<file path="config.mk">
export PLATFORM = sky130hd
export DESIGN_NAME = uart_frame_parser_flat
export DESIGN_NICKNAME = d
export VERILOG_FILES = /design/src/rtl/uart_pkg.sv /design/src/rtl/uart_frame_parser_if.sv /design/src/rtl/uart_frame_buf.sv /design/src/rtl/uart_frame_parser.sv /design/src/flat_wrapper.sv
export SDC_FILE = /design/constraint.sdc
export NUM_CORES = 1
export LEC_CHECK = 0
export ABC_CLOCK_PERIOD_IN_PS = 3700
export BUFFER_PORTS_ARGS = -buffer_cell sky130_fd_sc_hd__buf_4
export CORE_MARGIN = 2
export CORE_UTILIZATION = 60
export DETAILED_ROUTE_END_ITERATION = 8
export GPL_TIMING_DRIVEN = 1
export MAX_ROUTING_LAYER = met4
export PLACE_DENSITY = 0.85
export REMOVE_ABC_BUFFERS = 1
export SYNTH_ARGS = -nofsm -noshare
export SYNTH_HDL_FRONTEND = slang
export SYNTH_SLANG_ARGS = --single-unit
</file>
<file path="constraint.sdc">
create_clock -name clk -period 3.7 [get_ports clk]
set_clock_uncertainty 0.1 [all_clocks]
set_input_delay 0.555 -clock clk [delete_from_list [all_inputs] [get_ports clk]]
set_output_delay 0.555 -clock clk [all_outputs]
set_load 0.02 [all_outputs]
</file>
<file path="src/rtl/uart_pkg.sv">
// Shared types for the UART frame parser: byte type, parser states,
// status pulse bundle and the running-checksum helper.
package uart_pkg;

    typedef logic [7:0] byte_t;

    typedef enum logic [2:0] {
        IDLE,
        LEN,
        PAYLOAD,
        CSUM,
        OUTPUT
    } parser_state_t;

    localparam byte_t SOF_DEFAULT = 8'h7E;

    typedef struct packed {
        logic frame_ok;
        logic err_len;
        logic err_csum;
        logic err_timeout;
        logic err_overrun;
    } status_t;

    function automatic byte_t xor_acc(byte_t acc, byte_t b);
        return acc ^ b;
    endfunction

endpackage

</file>
<file path="src/rtl/uart_frame_parser_if.sv">
// Payload stream leaving the frame parser: valid/ready byte handshake
// with end-of-frame marker and the frame length alongside.
interface uart_frame_parser_if;
    import uart_pkg::*;

    logic  m_valid;
    logic  m_ready;
    byte_t m_data;
    logic  m_last;
    byte_t m_len;

    modport master (output m_valid, m_data, m_last, m_len, input m_ready);
    modport slave  (input m_valid, m_data, m_last, m_len, output m_ready);

endinterface

</file>
<file path="src/rtl/uart_frame_buf.sv">
// Payload buffer: one write port, combinational read port.
module uart_frame_buf
    import uart_pkg::*;
#(
    parameter int DEPTH = 16,
    parameter int AW    = $clog2(DEPTH)
) (
    input  logic          clk,
    input  logic          we,
    input  logic [AW-1:0] waddr,
    input  byte_t         wdata,
    input  logic [AW-1:0] raddr,
    output byte_t         rdata
);
    byte_t mem [DEPTH];

    // NOTE: the array has no reset; every location is written before it is read.
    always_ff @(posedge clk) begin
        if (we) mem[waddr] <= wdata;
    end

    assign rdata = mem[raddr];

endmodule

</file>
<file path="src/rtl/uart_frame_parser.sv">
// Frame delineator behind uart_rx: collects SOF/LEN/PAYLOAD/CSUM frames,
// checks them and replays each good payload on a valid/ready stream.
module uart_frame_parser
    import uart_pkg::*;
#(
    parameter int    BITS_PER_WORD = 8,
    parameter int    MAX_LEN       = 16,
    parameter byte_t SOF_BYTE      = SOF_DEFAULT,
    parameter int    TIMEOUT_CLKS  = 1000
) (
    input  logic                     clk,
    input  logic                     rst,
    input  logic                     s_valid,
    input  logic [BITS_PER_WORD-1:0] s_data,
    uart_frame_parser_if.master      m,
    output logic                     frame_ok,
    output logic                     err_len,
    output logic                     err_csum,
    output logic                     err_timeout,
    output logic                     err_overrun,
    output byte_t                    drop_cnt
);
    localparam int            AW        = (MAX_LEN > 1) ? $clog2(MAX_LEN) : 1;
    localparam int            TW        = $clog2(TIMEOUT_CLKS + 1);
    localparam byte_t         MAX_LEN_B = byte_t'(MAX_LEN);
    localparam logic [TW-1:0] TMO_LAST  = TW'(TIMEOUT_CLKS - 1);

    parser_state_t state, state_n;
    byte_t         len, len_n, csum, csum_n, drop_n, rd_byte;
    logic [AW-1:0] wr_ptr, wr_ptr_n, rd_ptr, rd_ptr_n;
    logic [TW-1:0] tmo_cnt, tmo_n;
    status_t       status, status_n;
    logic          out_active, last_beat;

    uart_frame_buf #(.DEPTH(MAX_LEN), .AW(AW)) u_buf (
        .clk   (clk),
        .we    (s_valid && (state == PAYLOAD)),
        .waddr (wr_ptr),
        .wdata (s_data),
        .raddr (rd_ptr),
        .rdata (rd_byte)
    );

    assign out_active = (state == OUTPUT);
    assign last_beat  = (byte_t'(rd_ptr) == len - 8'd1);

    // NOTE: every value written here gets a default first, so no latch is inferred.
    always_comb begin
        state_n  = state;
        len_n    = len;
        csum_n   = csum;
        wr_ptr_n = wr_ptr;
        rd_ptr_n = rd_ptr;
        tmo_n    = '0;
        status_n = '0;
        drop_n   = drop_cnt;

        unique case (state)
            IDLE: if (s_valid && s_data == SOF_BYTE) state_n = LEN;
            LEN: if (s_valid) begin
                if (s_data == 8'd0 || s_data > MAX_LEN_B) begin
                    status_n.err_len = 1'b1;
                    state_n          = IDLE;
                end else begin
                    len_n    = s_data;
                    csum_n   = s_data;
                    wr_ptr_n = '0;
                    state_n  = PAYLOAD;
                end
            end
            PAYLOAD: if (s_valid) begin
                csum_n   = xor_acc(csum, s_data);
                wr_ptr_n = wr_ptr + AW'(1);
                if (byte_t'(wr_ptr) == len - 8'd1) state_n = CSUM;
            end
            CSUM: if (s_valid) begin
                if (s_data == csum) begin
                    status_n.frame_ok = 1'b1;
                    rd_ptr_n          = '0;
                    state_n           = OUTPUT;
                end else begin
                    status_n.err_csum = 1'b1;
                    state_n           = IDLE;
                end
            end
            OUTPUT: begin
                if (m.m_ready) begin
                    rd_ptr_n = rd_ptr + AW'(1);
                    if (last_beat) state_n = IDLE;
                end
                // No backpressure upstream: anything arriving now is lost.
                if (s_valid) begin
                    status_n.err_overrun = 1'b1;
                    if (drop_cnt != 8'hFF) drop_n = drop_cnt + 8'd1;
                end
            end
            default: state_n = IDLE;
        endcase

        // An arriving byte always beats a timeout completing in the same cycle.
        if (state inside {LEN, PAYLOAD, CSUM} && !s_valid) begin
            if (tmo_cnt == TMO_LAST) begin
                status_n.err_timeout = 1'b1;
                state_n              = IDLE;
            end else begin
                tmo_n = tmo_cnt + TW'(1);
            end
        end
    end

    // NOTE: state registers use non-blocking assignments so all update together at the edge.
    always_ff @(posedge clk or posedge rst) begin
        if (rst) begin
            state    <= IDLE;
            len      <= '0;
            csum     <= '0;
            wr_ptr   <= '0;
            rd_ptr   <= '0;
            tmo_cnt  <= '0;
            status   <= '0;
            drop_cnt <= '0;
        end else begin
            state    <= state_n;
            len      <= len_n;
            csum     <= csum_n;
            wr_ptr   <= wr_ptr_n;
            rd_ptr   <= rd_ptr_n;
            tmo_cnt  <= tmo_n;
            status   <= status_n;
            drop_cnt <= drop_n;
        end
    end

    assign m.m_valid   = out_active;
    assign m.m_data    = out_active ? rd_byte : '0;
    assign m.m_last    = out_active && last_beat;
    assign m.m_len     = out_active ? len : '0;

    assign frame_ok    = status.frame_ok;
    assign err_len     = status.err_len;
    assign err_csum    = status.err_csum;
    assign err_timeout = status.err_timeout;
    assign err_overrun = status.err_overrun;

endmodule

</file>
<file path="src/flat_wrapper.sv">
// flat-port wrapper written by rule: the top's interface ports become plain ports
module uart_frame_parser_flat import uart_pkg::*;
#(
    parameter int    BITS_PER_WORD = 8,
    parameter int    MAX_LEN       = 16,
    parameter byte_t SOF_BYTE      = SOF_DEFAULT,
    parameter int    TIMEOUT_CLKS  = 1000
)
  (clk, rst, s_valid, s_data, frame_ok, err_len, err_csum, err_timeout, err_overrun, drop_cnt, m_m_valid, m_m_data, m_m_last, m_m_len, m_m_ready);
  uart_frame_parser_if m_i ();
  input  logic clk;
  input  logic rst;
  input  logic s_valid;
  input  logic [BITS_PER_WORD-1:0] s_data;
  output logic frame_ok;
  output logic err_len;
  output logic err_csum;
  output logic err_timeout;
  output logic err_overrun;
  output byte_t drop_cnt;
  output wire logic [$bits(m_i.m_valid)-1:0] m_m_valid;
  output wire logic [$bits(m_i.m_data)-1:0] m_m_data;
  output wire logic [$bits(m_i.m_last)-1:0] m_m_last;
  output wire logic [$bits(m_i.m_len)-1:0] m_m_len;
  input wire logic [$bits(m_i.m_ready)-1:0] m_m_ready;
  assign m_m_valid = m_i.m_valid;
  assign m_m_data = m_i.m_data;
  assign m_m_last = m_i.m_last;
  assign m_m_len = m_i.m_len;
  assign m_i.m_ready = m_m_ready;
  uart_frame_parser #(.BITS_PER_WORD(BITS_PER_WORD), .MAX_LEN(MAX_LEN), .SOF_BYTE(SOF_BYTE), .TIMEOUT_CLKS(TIMEOUT_CLKS)) u_core (.clk(clk), .rst(rst), .s_valid(s_valid), .s_data(s_data), .m(m_i), .frame_ok(frame_ok), .err_len(err_len), .err_csum(err_csum), .err_timeout(err_timeout), .err_overrun(err_overrun), .drop_cnt(drop_cnt));
endmodule
</file>
==> impl_metrics.yaml <==
route:
  drt_wl_total_microns: 16900
  drc: 0
  drtIter0Drc: 568
  viasPerCell: 6.25
  drtAntennaViolNets: 0
  drtPass1Iterations: 8
  vias: 4546
  wl_per_cell_microns: 23.3
final_layout:
  multiInputGateArea_sq_um: 2510
  final_util: 0.699
  regArea_sq_um: 5100
  nets: 562
  layout.cells.most_common: "edfxtp_1"
  final_cell_area_sq_um: 8830
  fillers: 803
  stdcell_count: 727
  drive_gt1_frac: 0.202
  final_cell_mix: "128 x edfxtp_1, 51 x buf_4, 49 x dfrtp_1, 43 x nor2_1, 24 x and2_1"
  antenna_cells: 0
  syn_to_final_growth_pct: 13.4
sta:
  fin_crit_ns: 3.42
  post-route-worst-setup-slack_ns: 0.277
  setup-tns-final_ns: 0
  timing.hold.ws_ns: 0.293
  setup_viol: 0
  clock.fmax_mhz: 292
  relSlewSlack: 0.272
  tightest_slew_ns: 1.09
  post-route-period-util: 0.925
  drv_slew: 0
  finalHoldViolCount: 0
  rsz0062_at_grt: "false"
power:
  p_switching_mw: 0.831
  p_total_mw: 3.92
  pwr_density_cell_nw_per_um2: 445
  p_comb_frac: 0.019
  power_frac_clock: 0.433
  intPower_mw: 3.09
  vdd_drop_max_v: 0.000326
  pwr-share-seq: 0.547
  p_leak_nw: 3.27
  switching_share: 0.212
clock_tree:
  clockBufferDepth: 2
  clkTransAtPathRegs_ns: 0.06
  clk_latency_ns: 0.43
  cts_hold_buf: 0
  htree_levels: 4
  root_buffer: "clkbuf_16"
  numCtsBuffers: 17
  cts_setup_buffers: 0
  ctsResizeCount: 0
  clock_sinks: 178
  cts_tree: "yes"
die:
  ios: 43
  core_sq_um: 12600
  dieHeight_microns: 118
  num_rows: 41
  dieWidth_microns: 118
  dieArea_sq_um: 13900
  start_util: 0.617
critical_path:
  worstSetupStartpointType: "register"
  crit_chain: "buf_12 -> mux4_1 -> mux4_2 -> and2_1 -> buf_4"
  r2r_cells: 4
  worstPathRequired_ns: 3.04
  rr_startpoint: "u_core.state[1]$_DFF_PP0_"
  r2r_setup_slack_ns: 1.08
  timing.critical_path.slowest_cell_delay_ns: 0.65
  cpMaxStageDelayCell: "dfrtp_2"
  cp-startpoint: "u_core.rd_ptr[0]$_DFFE_PP0P_"
  worst-path-max-fanout: 24
  crit_path_end_kind: "output pin"
  crit_family: "multiplexers"
  rr_endpoint: "u_core.u_buf.mem[4][4]$_DFFE_PP_"
  path_class: "register to output pin"
  critical_path_buf_inv_count: 2
  worst-endpoint-arrival_ns: 2.77
synthesis:
  synthFlopType: "edfxtp_1"
  postSynth.asyncResetShare: 0.281
  seq_area_frac_synth: 0.654
  synth.distinct_cells: 41
  synth_edf_count: 128
  synth_top_area_frac: 0.494
  ys_warn_count: 0
  synth_area_sq_um: 7780
  synthCells: 495
  synth_top_cell_by_area: "edfxtp_1"
  synthTopCellsByArea: "edfxtp_1 49%, dfrtp_1 16%, mux4_1 6.8%, mux4_2 5.8%, xor2_1 2.6%"
  postSynthAreaPerCell_sq_um: 15.7
  ys_ff_latch: 178
global_routing:
  first_global_vias: 4506
  grt_overflow: 0
  grt_max_degree: 51
  grt_use_total: 0.268
  antenna_found_initial: 0
  grt_pass1_wl_microns: 26500
placed_design:
  io_buffer_count: 42
  dp.cells: 695
  place_ws_ns: 0.662
  place.detailed.hpwl_microns: 10600
  place_congestion: 0.813
  placed_cell_area_sq_um: 8270
run_status:
  status: "finished, final reports clean"
hold_path:
  hp-class: "primary input to asynchronous set/reset pin"
flow_run:
  maxCapViolations: 0
==> routing by layer <==
layer  vias up  global-route usage  routed length (microns)
met5         -                   -                        0
met4         0              0.0768                      374
met3        35              0.0732                     1620
met2       237               0.408                     8290
met1      2277               0.363                     6640
li1       1997                   -                        -
==> state kept, by name (all words and copies together), names as in the netlist <==
| register | cells |
|---|---|
| u_core.u_buf.mem | 128 |
| u_core.err_timeout | 1 |
| u_core.err_overrun | 1 |
| u_core.tmo_cnt | 10 |
| u_core.state | 3 |
| u_core.csum | 8 |
| u_core.err_len | 1 |
| u_core.err_csum | 1 |
| u_core.drop_cnt | 8 |
| u_core.rd_ptr | 4 |
| u_core.frame_ok | 1 |
| u_core.len | 8 |
| u_core.wr_ptr | 4 |
==> cell type report <==
class,count,area share
clock buffers,17,0.0482
flip-flops and latches,178,0.577
inverters,13,0.00553
well taps,172,0.0244
multi-input cells,280,0.284
repair buffers,52,0.0456
clock inverters,15,0.0149
==> worst max-delay path by stage <==
stage	end	slack, ns	cells past startpoint
after floorplan	m_m_data[0]	0.44	3
after global placement	m_m_data[3]	0.75	5
after detailed placement	m_m_data[3]	0.66	5
after CTS	m_m_data[3]	0.24	5
after global routing	m_m_data[5]	0.18	5
final	m_m_data[5]	0.28	5
==> cell families after synthesis <==
logic type                 share of synthesized area
AOI/OAI and AO/OA                             0.0326
xor gates and xnor gates                      0.0416
adders and majority gates                     0.0129
buffers and inverters                         0.0241
DFF                                            0.654
muxes                                          0.134
and+or+nand+nor                                0.100
==> cell usage after synthesis (all sizes together), types with 7 or more instances <==
library cell / n
edfxtp: 128
xor2: 23
nor3: 7
clkbuf: 14
inv: 13
a31oi: 8
o21ai: 8
nand4: 10
buf: 10
mux4: 40
nand3: 11
xnor2: 14
nor2: 43
and2: 24
dfrtp: 50
nand2: 17
a21oi: 15
ha: 8
a211oi: 7
==> power groups by stage <==
stage	clock [mW]	combinational (mW)	sequential [mW]
after detailed placement	0	0.0754	2.19
after global placement	0	0.0707	2.19
after CTS	1.72	0.0763	2.15
final	1.70	0.0760	2.15
after floorplan	0	0.0289	2.19
after global routing	1.80	0.0849	2.15
No activity file was read; power rests on OpenSTA's default activity.
